File: config.mk
export PLATFORM = sky130hd
export DESIGN_NAME = bpu_pht_ctrl
export DESIGN_NICKNAME = d
export VERILOG_FILES = /design/src/rtl/bpu_pht_ctrl_pkg.sv /design/src/rtl/bpu_pht_ctrl_upd_fifo.sv /design/src/rtl/bpu_pht_ctrl.sv
export SDC_FILE = /design/constraint.sdc
export NUM_CORES = 1
export LEC_CHECK = 0
export CAP_MARGIN = 20
export CORE_MARGIN = 2
export CORE_UTILIZATION = 33
export DETAILED_ROUTE_END_ITERATION = 10
export GPL_ROUTABILITY_DRIVEN = 0
export PLACE_DENSITY = 0.62
export REMOVE_ABC_BUFFERS = 1
export SLEW_MARGIN = 40
export SYNTH_ARGS = -nofsm -noshare
export SYNTH_HDL_FRONTEND = slang
export SYNTH_SLANG_ARGS = --single-unit
File: constraint.sdc
create_clock -name clk -period 3.14 [get_ports clk]
set_clock_uncertainty 0.2 [all_clocks]
set_input_delay 0.471 -clock clk [delete_from_list [all_inputs] [get_ports clk]]
set_output_delay 0.471 -clock clk [all_outputs]
set_load 0.005 [all_outputs]
File: src/rtl/bpu_pht_ctrl_pkg.sv
// bpu_pht_ctrl_pkg: shared PHT types, counter init value and saturating counter update
package bpu_pht_ctrl_pkg;
  localparam int PHT_IDX_W = 8;
  localparam int PHT_CNT_W = 2;
  typedef logic [PHT_CNT_W-1:0] pht_cnt_t;
  typedef struct packed {
    logic [PHT_IDX_W-1:0] idx;
    logic                 taken;
  } pht_upd_t;
  typedef enum logic {PHT_INIT, PHT_RUN} pht_state_e;
  localparam pht_cnt_t PHT_CNT_INIT = pht_cnt_t'((1 << (PHT_CNT_W - 1)) - 1);
  function automatic pht_cnt_t pht_sat_update(input pht_cnt_t c, input logic t);
    return t ? (&c ? c : c + pht_cnt_t'(1)) : (|c ? c - pht_cnt_t'(1) : c);
  endfunction
endpackage

File: src/rtl/bpu_pht_ctrl_upd_fifo.sv
// bpu_pht_ctrl_upd_fifo: sync FIFO of pht_upd_t (clk, rst_n active-low sync, push/din, pop/dout, full, empty)
module bpu_pht_ctrl_upd_fifo
  import bpu_pht_ctrl_pkg::*;
#(
  parameter int DEPTH = 4
) (
  input  logic     clk,
  input  logic     rst_n,
  input  logic     push,
  input  pht_upd_t din,
  input  logic     pop,
  output pht_upd_t dout,
  output logic     full,
  output logic     empty
);
  localparam int PW = $clog2(DEPTH);
  logic [PW:0] wp, rp;
  pht_upd_t mem [DEPTH];
  assign empty = wp == rp;
  assign full = (wp[PW] != rp[PW]) && (wp[PW-1:0] == rp[PW-1:0]);
  assign dout = mem[rp[PW-1:0]];
  always_ff @(posedge clk)
    if (push) mem[wp[PW-1:0]] <= din;
  always_ff @(posedge clk)
    if (!rst_n) begin
      wp <= '0;
      rp <= '0;
    end else begin
      if (push) wp <= wp + (PW+1)'(1);
      if (pop) rp <= rp + (PW+1)'(1);
    end
endmodule

File: src/rtl/bpu_pht_ctrl.sv
// bpu_pht_ctrl: PHT SRAM controller (init walk, fetch lookups, buffered RMW updates); BPU_PHT_STATS_EN adds stat_upd_cnt/stat_stall_cnt
module bpu_pht_ctrl
  import bpu_pht_ctrl_pkg::*;
#(
  parameter int PHT_DEPTH      = 256,
  parameter int CNT_WIDTH      = PHT_CNT_W,
  parameter int PC_LSB         = 2,
  parameter int UPD_FIFO_DEPTH = 4,
  localparam int IDX_W         = $clog2(PHT_DEPTH)
) (
  input  logic                 clk,
  input  logic                 rst_n,
  input  logic                 fetch_valid,
  input  logic [31:0]          fetch_pc,
  output logic                 fetch_ready,
  output logic                 pred_valid,
  output logic                 pred_taken,
  input  logic                 update_valid,
  input  logic [31:0]          update_pc,
  input  logic                 update_taken,
  output logic                 update_ready,
  output logic                 init_done,
  output logic [IDX_W-1:0]     sram_r_addr,
  output logic [IDX_W-1:0]     sram_w_addr,
  output logic                 sram_wen,
  output logic [CNT_WIDTH-1:0] sram_data_in,
  input  logic [CNT_WIDTH-1:0] sram_data_out
`ifdef BPU_PHT_STATS_EN
  ,
  output logic [31:0]          stat_upd_cnt,
  output logic [31:0]          stat_stall_cnt
`endif
);
  pht_state_e state, state_nx;
  logic [IDX_W-1:0] walk_ptr, s1_idx;
  logic s1_fetch, s1_rmw, s1_taken;
  logic fifo_full, fifo_empty, push, pop, fetch_go, run, init, rmw_wr, unused_pc;
  pht_upd_t head, upd_ent;
  assign unused_pc = ^{fetch_pc, update_pc};
  // outputs are gated by rst_n so every output reads zero while reset is held
  assign run = rst_n && state == PHT_RUN;
  assign init = rst_n && state == PHT_INIT;
  assign rmw_wr = run && s1_rmw;
  assign fetch_go = run && fetch_valid && !fifo_full;
  assign pop = run && !fetch_go && !fifo_empty;
  assign push = run && update_valid && !fifo_full;
  assign upd_ent = '{idx: update_pc[PC_LSB +: IDX_W], taken: update_taken};
  bpu_pht_ctrl_upd_fifo #(.DEPTH(UPD_FIFO_DEPTH)) u_fifo (
    .clk  (clk),
    .rst_n(rst_n),
    .push (push),
    .din  (upd_ent),
    .pop  (pop),
    .dout (head),
    .full (fifo_full),
    .empty(fifo_empty)
  );
  always_comb begin
    state_nx = state;
    if (state == PHT_INIT && walk_ptr == IDX_W'(PHT_DEPTH - 1)) state_nx = PHT_RUN;
  end
  // the SRAM is write-first, so an RMW write and the next read to the same index need no forwarding
  always_comb begin
    fetch_ready = fetch_go;
    update_ready = run && !fifo_full;
    init_done = run;
    pred_valid = run && s1_fetch;
    pred_taken = pred_valid && sram_data_out[CNT_WIDTH-1];
    sram_r_addr = fetch_go ? fetch_pc[PC_LSB +: IDX_W] : pop ? head.idx : '0;
    sram_wen = init || rmw_wr;
    sram_w_addr = init ? walk_ptr : rmw_wr ? s1_idx : '0;
    sram_data_in = init ? PHT_CNT_INIT : rmw_wr ? pht_sat_update(sram_data_out, s1_taken) : '0;
  end
  always_ff @(posedge clk)
    if (!rst_n) begin
      state <= PHT_INIT;
      walk_ptr <= '0;
      s1_fetch <= 1'b0;
      s1_rmw <= 1'b0;
      s1_idx <= '0;
      s1_taken <= 1'b0;
    end else begin
      state <= state_nx;
      walk_ptr <= state == PHT_INIT ? walk_ptr + IDX_W'(1) : '0;
      s1_fetch <= fetch_go;
      s1_rmw <= pop;
      s1_idx <= head.idx;
      s1_taken <= head.taken;
    end
`ifdef BPU_PHT_STATS_EN
  always_ff @(posedge clk)
    if (!rst_n) begin
      stat_upd_cnt <= '0;
      stat_stall_cnt <= '0;
    end else begin
      if (rmw_wr) stat_upd_cnt <= stat_upd_cnt + 32'd1;
      if (run && fetch_valid && !fetch_go) stat_stall_cnt <= stat_stall_cnt + 32'd1;
    end
`endif
endmodule
---- Yosys cells after proc, flatten, opt, wreduce, memory -nomap -nowiden ----
Memories as Yosys holds them, arrays and structs flattened. A register that Yosys moved wholly into a read port is not among the register bits.
Cells that the tools add are included.
word-level totals
  register bits ........................... 26
  RAM bits ................................ 36
  input port bits ......................... 71
  output and inout port bits .............. 24
  word-level logic and storage cells ...... 54
  memories kept ........................... 1
cells by class
  $add $sub $neg .......................... 5
  equality and inequality tests ........... 4
  muxes and demuxes ....................... 13
  bitwise logic cells ..................... 2
  reduce and logical (&&, ||, !) cells .... 21
memories
  name        depth  width  read ports  clocked after memory_dff  wr ports  line                         RTL
  u_fifo.mem  4      9      1           1                         1         bpu_pht_ctrl_upd_fifo.sv:18  pht_upd_t mem [DEPTH];
operators with widths
  operator                                                             number
  8-bit 2-to-1 mux                                                     4
  1-bit logical AND                                                    14
  2-bit 2-to-1 mux                                                     7
  8-bit by 1-bit adder with 8-bit output (second input constant)       1
  8-bit == test (second input constant)                                1
  3-bit by 1-bit adder with 3-bit output (second input constant)       2
  2-bit OR reduction                                                   2
  3-bit == test                                                        1
  1-bit zero test                                                      3
  2-bit by 1-bit adder with 2-bit output (second input constant)       1
  2-bit == test                                                        1
  1-bit 2-to-1 mux                                                     2
  1-bit inverter                                                       2
  2-bit AND reduction                                                  1
  2-bit by 1-bit subtractor with 2-bit output (second input constant)  1
  1-bit logical OR                                                     1
  1-bit != test                                                        1

---- Logic depth before layout (Yosys ltp) ----
  depth after elaboration ................. 9
  gate-level depth with buffers ........... 6
  gate-level depth less buffers ........... 5

---- Cells and area by module ----
Synthesis repeated with hierarchy kept, for this count alone.
second synthesis, totals
  cell total of the unflattened synthesis .. 202
  area, all modules ....................... 2706.3 um^2
modules (own cells, without submodules)
  module                 times used  cells an instance  area each (um^2)  sequential area each (um^2)
  bpu_pht_ctrl_upd_fifo  1           88                 1704.1            1241.2
  bpu_pht_ctrl           1           114                1002.2            400.4

---- Least setup slack after synthesis ----
OpenSTA, ideal clock, no wires.
  kind .................................... in2out
  from .................................... input port rst_n
  to ...................................... output port sram_r_addr[6]
  arrival ................................. 1.384 ns
  required time ........................... 2.469 ns
  path slack .............................. 1.085 ns
  stages on the path ...................... 6
  buffers on the path ..................... 2
  cells stage by stage .................... buf_6 nand2_1 clkinv_1 clkbuf_1 nand2_1 o22ai_1
between the ends
  cells in the longest elaborated chain, start to end .. 8
ends and longest elaborated chain
  element                         line                RTL
  start, declared                 bpu_pht_ctrl.sv:12  input logic rst_n,
  1-bit logical AND (*)           bpu_pht_ctrl.sv:41  assign run = rst_n && state == PHT_RUN;
  via init_done                   bpu_pht_ctrl.sv:22  output logic init_done,
  1-bit logical AND (2 in a row)  bpu_pht_ctrl.sv:44  assign fetch_go = run && fetch_valid && !fifo_full;
  1-bit zero test                 bpu_pht_ctrl.sv:45  assign pop = run && !fetch_go && !fifo_empty;
  1-bit logical AND (2 in a row)  bpu_pht_ctrl.sv:45
  8-bit 2-to-1 mux                bpu_pht_ctrl.sv:69  sram_r_addr = fetch_go ? fetch_pc[PC_LSB +: IDX_W] : pop ? head.idx : '0;
  8-bit 2-to-1 mux (*)            bpu_pht_ctrl.sv:69
  end, declared                   bpu_pht_ctrl.sv:23  output logic [IDX_W-1:0] sram_r_addr,
The timed path passes the listed nets; every way through them passes the cells marked *.

---- Worst setup path after layout ----
  from .................................... input port rst_n
  to ...................................... output port sram_r_addr[4]
between the ends
  cells in the longest elaborated chain, start to end .. 8
ends and longest elaborated chain
  element                         line
  1-bit logical AND (*)           bpu_pht_ctrl.sv:41
  1-bit logical AND (2 in a row)  bpu_pht_ctrl.sv:44
  1-bit zero test                 bpu_pht_ctrl.sv:45
  1-bit logical AND (2 in a row)  bpu_pht_ctrl.sv:45
  8-bit 2-to-1 mux                bpu_pht_ctrl.sv:69
  8-bit 2-to-1 mux (*)            bpu_pht_ctrl.sv:69
Mark *: on every way between the ends. The rest lies on a longest branch, timed or not.

==> flow_metrics.env <==
export IMPL_status="completed"
export IMPL_dr_wl_met3_um=206
export IMPL_r2r_start="u_fifo.wp[0]$_SDFFE_PN0P_"
export IMPL_drive_above_1_share=0.113
export IMPL_hp_class="reg2reg"
export IMPL_max_slew_margin=0.658
export IMPL_start_util=0.337
export IMPL_ys_ff_latch=64
export IMPL_placed_cells=372
export IMPL_drc=0
export IMPL_rows=33
export IMPL_ant_nets=0
export IMPL_critPathArrivalTime_ns=2.29
export IMPL_hold_buffers=0
export IMPL_drv_slew=0
export IMPL_cp_data_required_time_ns=2.47
export IMPL_dieArea_sq_um=9000
export IMPL_r2r_cells=4
export IMPL_endpoint_kind="output port"
export IMPL_synthTopCellsByCount="edfxtp_1, dfxtp_1, nand2_1, nor2_1, and2_1"
export IMPL_worstMarginPinSlew_ns=0.509
export IMPL_root_buffer="clkbuf_8"
export IMPL_power_density_nw_per_um2=468
export IMPL_yosys_warnings=0
export IMPL_die_x_um=94.9
export IMPL_syn_mean_instance_area_sq_um=12.0
export IMPL_ir_worst_vdd_mv=0.244
export IMPL_fmax_ghz=0.338
export IMPL_cp_slowest_cell="clkdlybuf4s50_1"
export IMPL_crit_chain="clkdlybuf4s50_1 -> nand2_1 -> clkinv_1 -> nand2_1 -> o22ai_1 -> clkdlybuf4s50_1"
export IMPL_hold_path_startpoint="walk_ptr[0]$_SDFF_PN0_"
export IMPL_synth_top_area_cell="edfxtp_1"
export IMPL_cts_buffers=9
export IMPL_drtIter0Drc=75
export IMPL_finalCriticalPeriod_ns=2.96
export IMPL_ioPinCount=95
export IMPL_via_per_inst=4.78
export IMPL_wl_um=5770
export IMPL_synth_cells=227
export IMPL_dp_hpwl_um=4090
export IMPL_cp_slowest_stage_delay_ns=0.49
export IMPL_nets=355
export IMPL_num_antenna_cells=0
export IMPL_syn_area_sq_um=2730
export IMPL_synth_distinct_cells=32
export IMPL_yosys_cell_count_top_type="edfxtp_1"
export IMPL_ys_top_cells_by_area="edfxtp_1, dfxtp_1, mux4_2, nand2_1, and2_1"
export IMPL_routed_wl_met2_um=2890
export IMPL_drv_cap=0
export IMPL_cts_sinks=64
export IMPL_finalSetupViolCount=0
export IMPL_hold_viol=0
export IMPL_grt_usage=0.137
export IMPL_die_h_um=94.9
export IMPL_worstSkewPairLatency_ns=0.34
export IMPL_synth_edff_count=36
export IMPL_critPathMaxFanout=19
export IMPL_port_buffers=46
export IMPL_vias=1856
export IMPL_grt_pass1_vias=1835
export IMPL_syn2layout_area_growth_pct=28.6
export IMPL_routed_top_layer="met4"
export IMPL_first_pass_iters=4
export IMPL_worstSetupPathType="in2out"
export IMPL_synth_top_area_frac=0.397
export IMPL_min_path_cells=1
export IMPL_cts_max_path_buffers=2
export IMPL_routedWlPerCell_um=14.9
export IMPL_synthArstFlopShare=0
export IMPL_antenna_found_initial=0
export IMPL_p_leak_nw=1.19
export IMPL_post_route_period_util=0.942
export IMPL_core_sq_um=8090
export IMPL_setup_tns_final_ns=0
export IMPL_cts_htree_levels=3
export IMPL_clkTransAtPathRegs_ns=0.07
export IMPL_stdcell_count=388
export IMPL_grt_max_degree=20
export IMPL_cts_tree="yes"
export IMPL_synth_flop_cell="edfxtp_1"
export IMPL_cp_start_kind="primary input"
export IMPL_yosysSeqAreaShare=0.602
export IMPL_grt_remaining_overflow=0
export IMPL_crit_start="rst_n"
export IMPL_grt_pass1_wl_um=9050
export IMPL_grt_setup_unrepaired="no"
export IMPL_wl_met1_um=2490
area by class of cell:
class,count,area [sq um]
clock buffers,10,128
clock inverters,6,60.1
fillers,799,4590
inverters,8,30.0
multi-input cells,145,1020
flip-flops and latches,64,1640
well taps,105,131
repair buffers,50,490
worst max-delay path: cells and delay by family:
kind	cells	cell delay (ns)
simple gates	2	0.34
buf+inv	3	1.36
compound gates	1	0.11
worst paths after layout:
check	endpoint	slack, ns
hold / removal	walk_ptr[0]$_SDFF_PN0_	0.26
setup / recovery	sram_r_addr[4]	0.18
setup reg to reg	u_fifo.mem[2][8]$_DFFE_PP_	0.91
hold reg to reg	walk_ptr[0]$_SDFF_PN0_	0.26
per-layer routing:
metal,global-route usage,vias up
met3,0.0351,16
li1,-,906
met4,0.0857,0
met5,0,-
met2,0.226,39
met1,0.159,895
cell usage in the layout, fill, tap and decap left out, types with 2 or more instances in the layout:
cell,Yosys,layout
a21oi_1,12,12
ha_1,6,6
nand2_1,25,25
clkdlybuf4s50_1,0,46
nor2b_1,8,8
xnor2_2,0,2
buf_4,0,4
o21ai_0,3,3
nand3_1,5,5
dfxtp_1,28,28
edfxtp_1,36,36
xnor2_1,6,4
mux4_2,9,9
inv_1,7,7
clkinv_2,0,3
clkbuf_8,0,9
nand2b_1,2,2
and2_1,13,13
mux2i_1,3,3
a31oi_1,3,3
and3_1,8,8
a21boi_0,2,2
nor2_1,20,20
xor2_1,4,4
clkinvlp_4,0,2
o22ai_1,8,8
per-stage QoR:
step	worst slack (ns)	utilization	total power [mW]	hold slack [ns]	area [sq um]
floorplan	1.13	-	0.931	0.221	2680
global placement	0.188	0.408	0.980	0.242	3300
detailed placement	0.184	0.408	0.981	0.248	3300
CTS	0.148	0.431	1.66	0.264	3490
global route	0.0292	0.433	1.71	0.308	3500
finish	0.183	0.433	1.64	0.261	3500
state kept, by name, summed over array words and instances, names as in the netlist, named ones only:
name	cells
u_fifo.rp	3
walk_ptr	8
u_fifo.mem	36
u_fifo.wp	3
s1_idx	8
s1_rmw	1
state	1
s1_fetch	1
s1_taken	1
where the power goes:
group	internal (mW)	total [mW]	leakage [nW]	switching, mW
logic	0.0400	0.0684	0.551	0.0284
registers	0.890	0.894	0.552	0.00396
clock network	0.362	0.679	0.0920	0.317
total	1.29	1.64	1.19	0.349
what timing repair did:
action                                  4_1_cts  5_1_grt
hold endpoints to repair                      0        0
buffers inserted                              0        0
gates resized for setup                       0        2
endpoints found under the setup margin        0        8
cells by family after synthesis:
group	share of synthesized area
xor+xnor	0.0321
simple gates	0.154
flops	0.602
buf+inv	0.0280
fa+ha+maj	0.0312
compound gates	0.0670
mux	0.0854
Power figures use the tool's default switching activity.
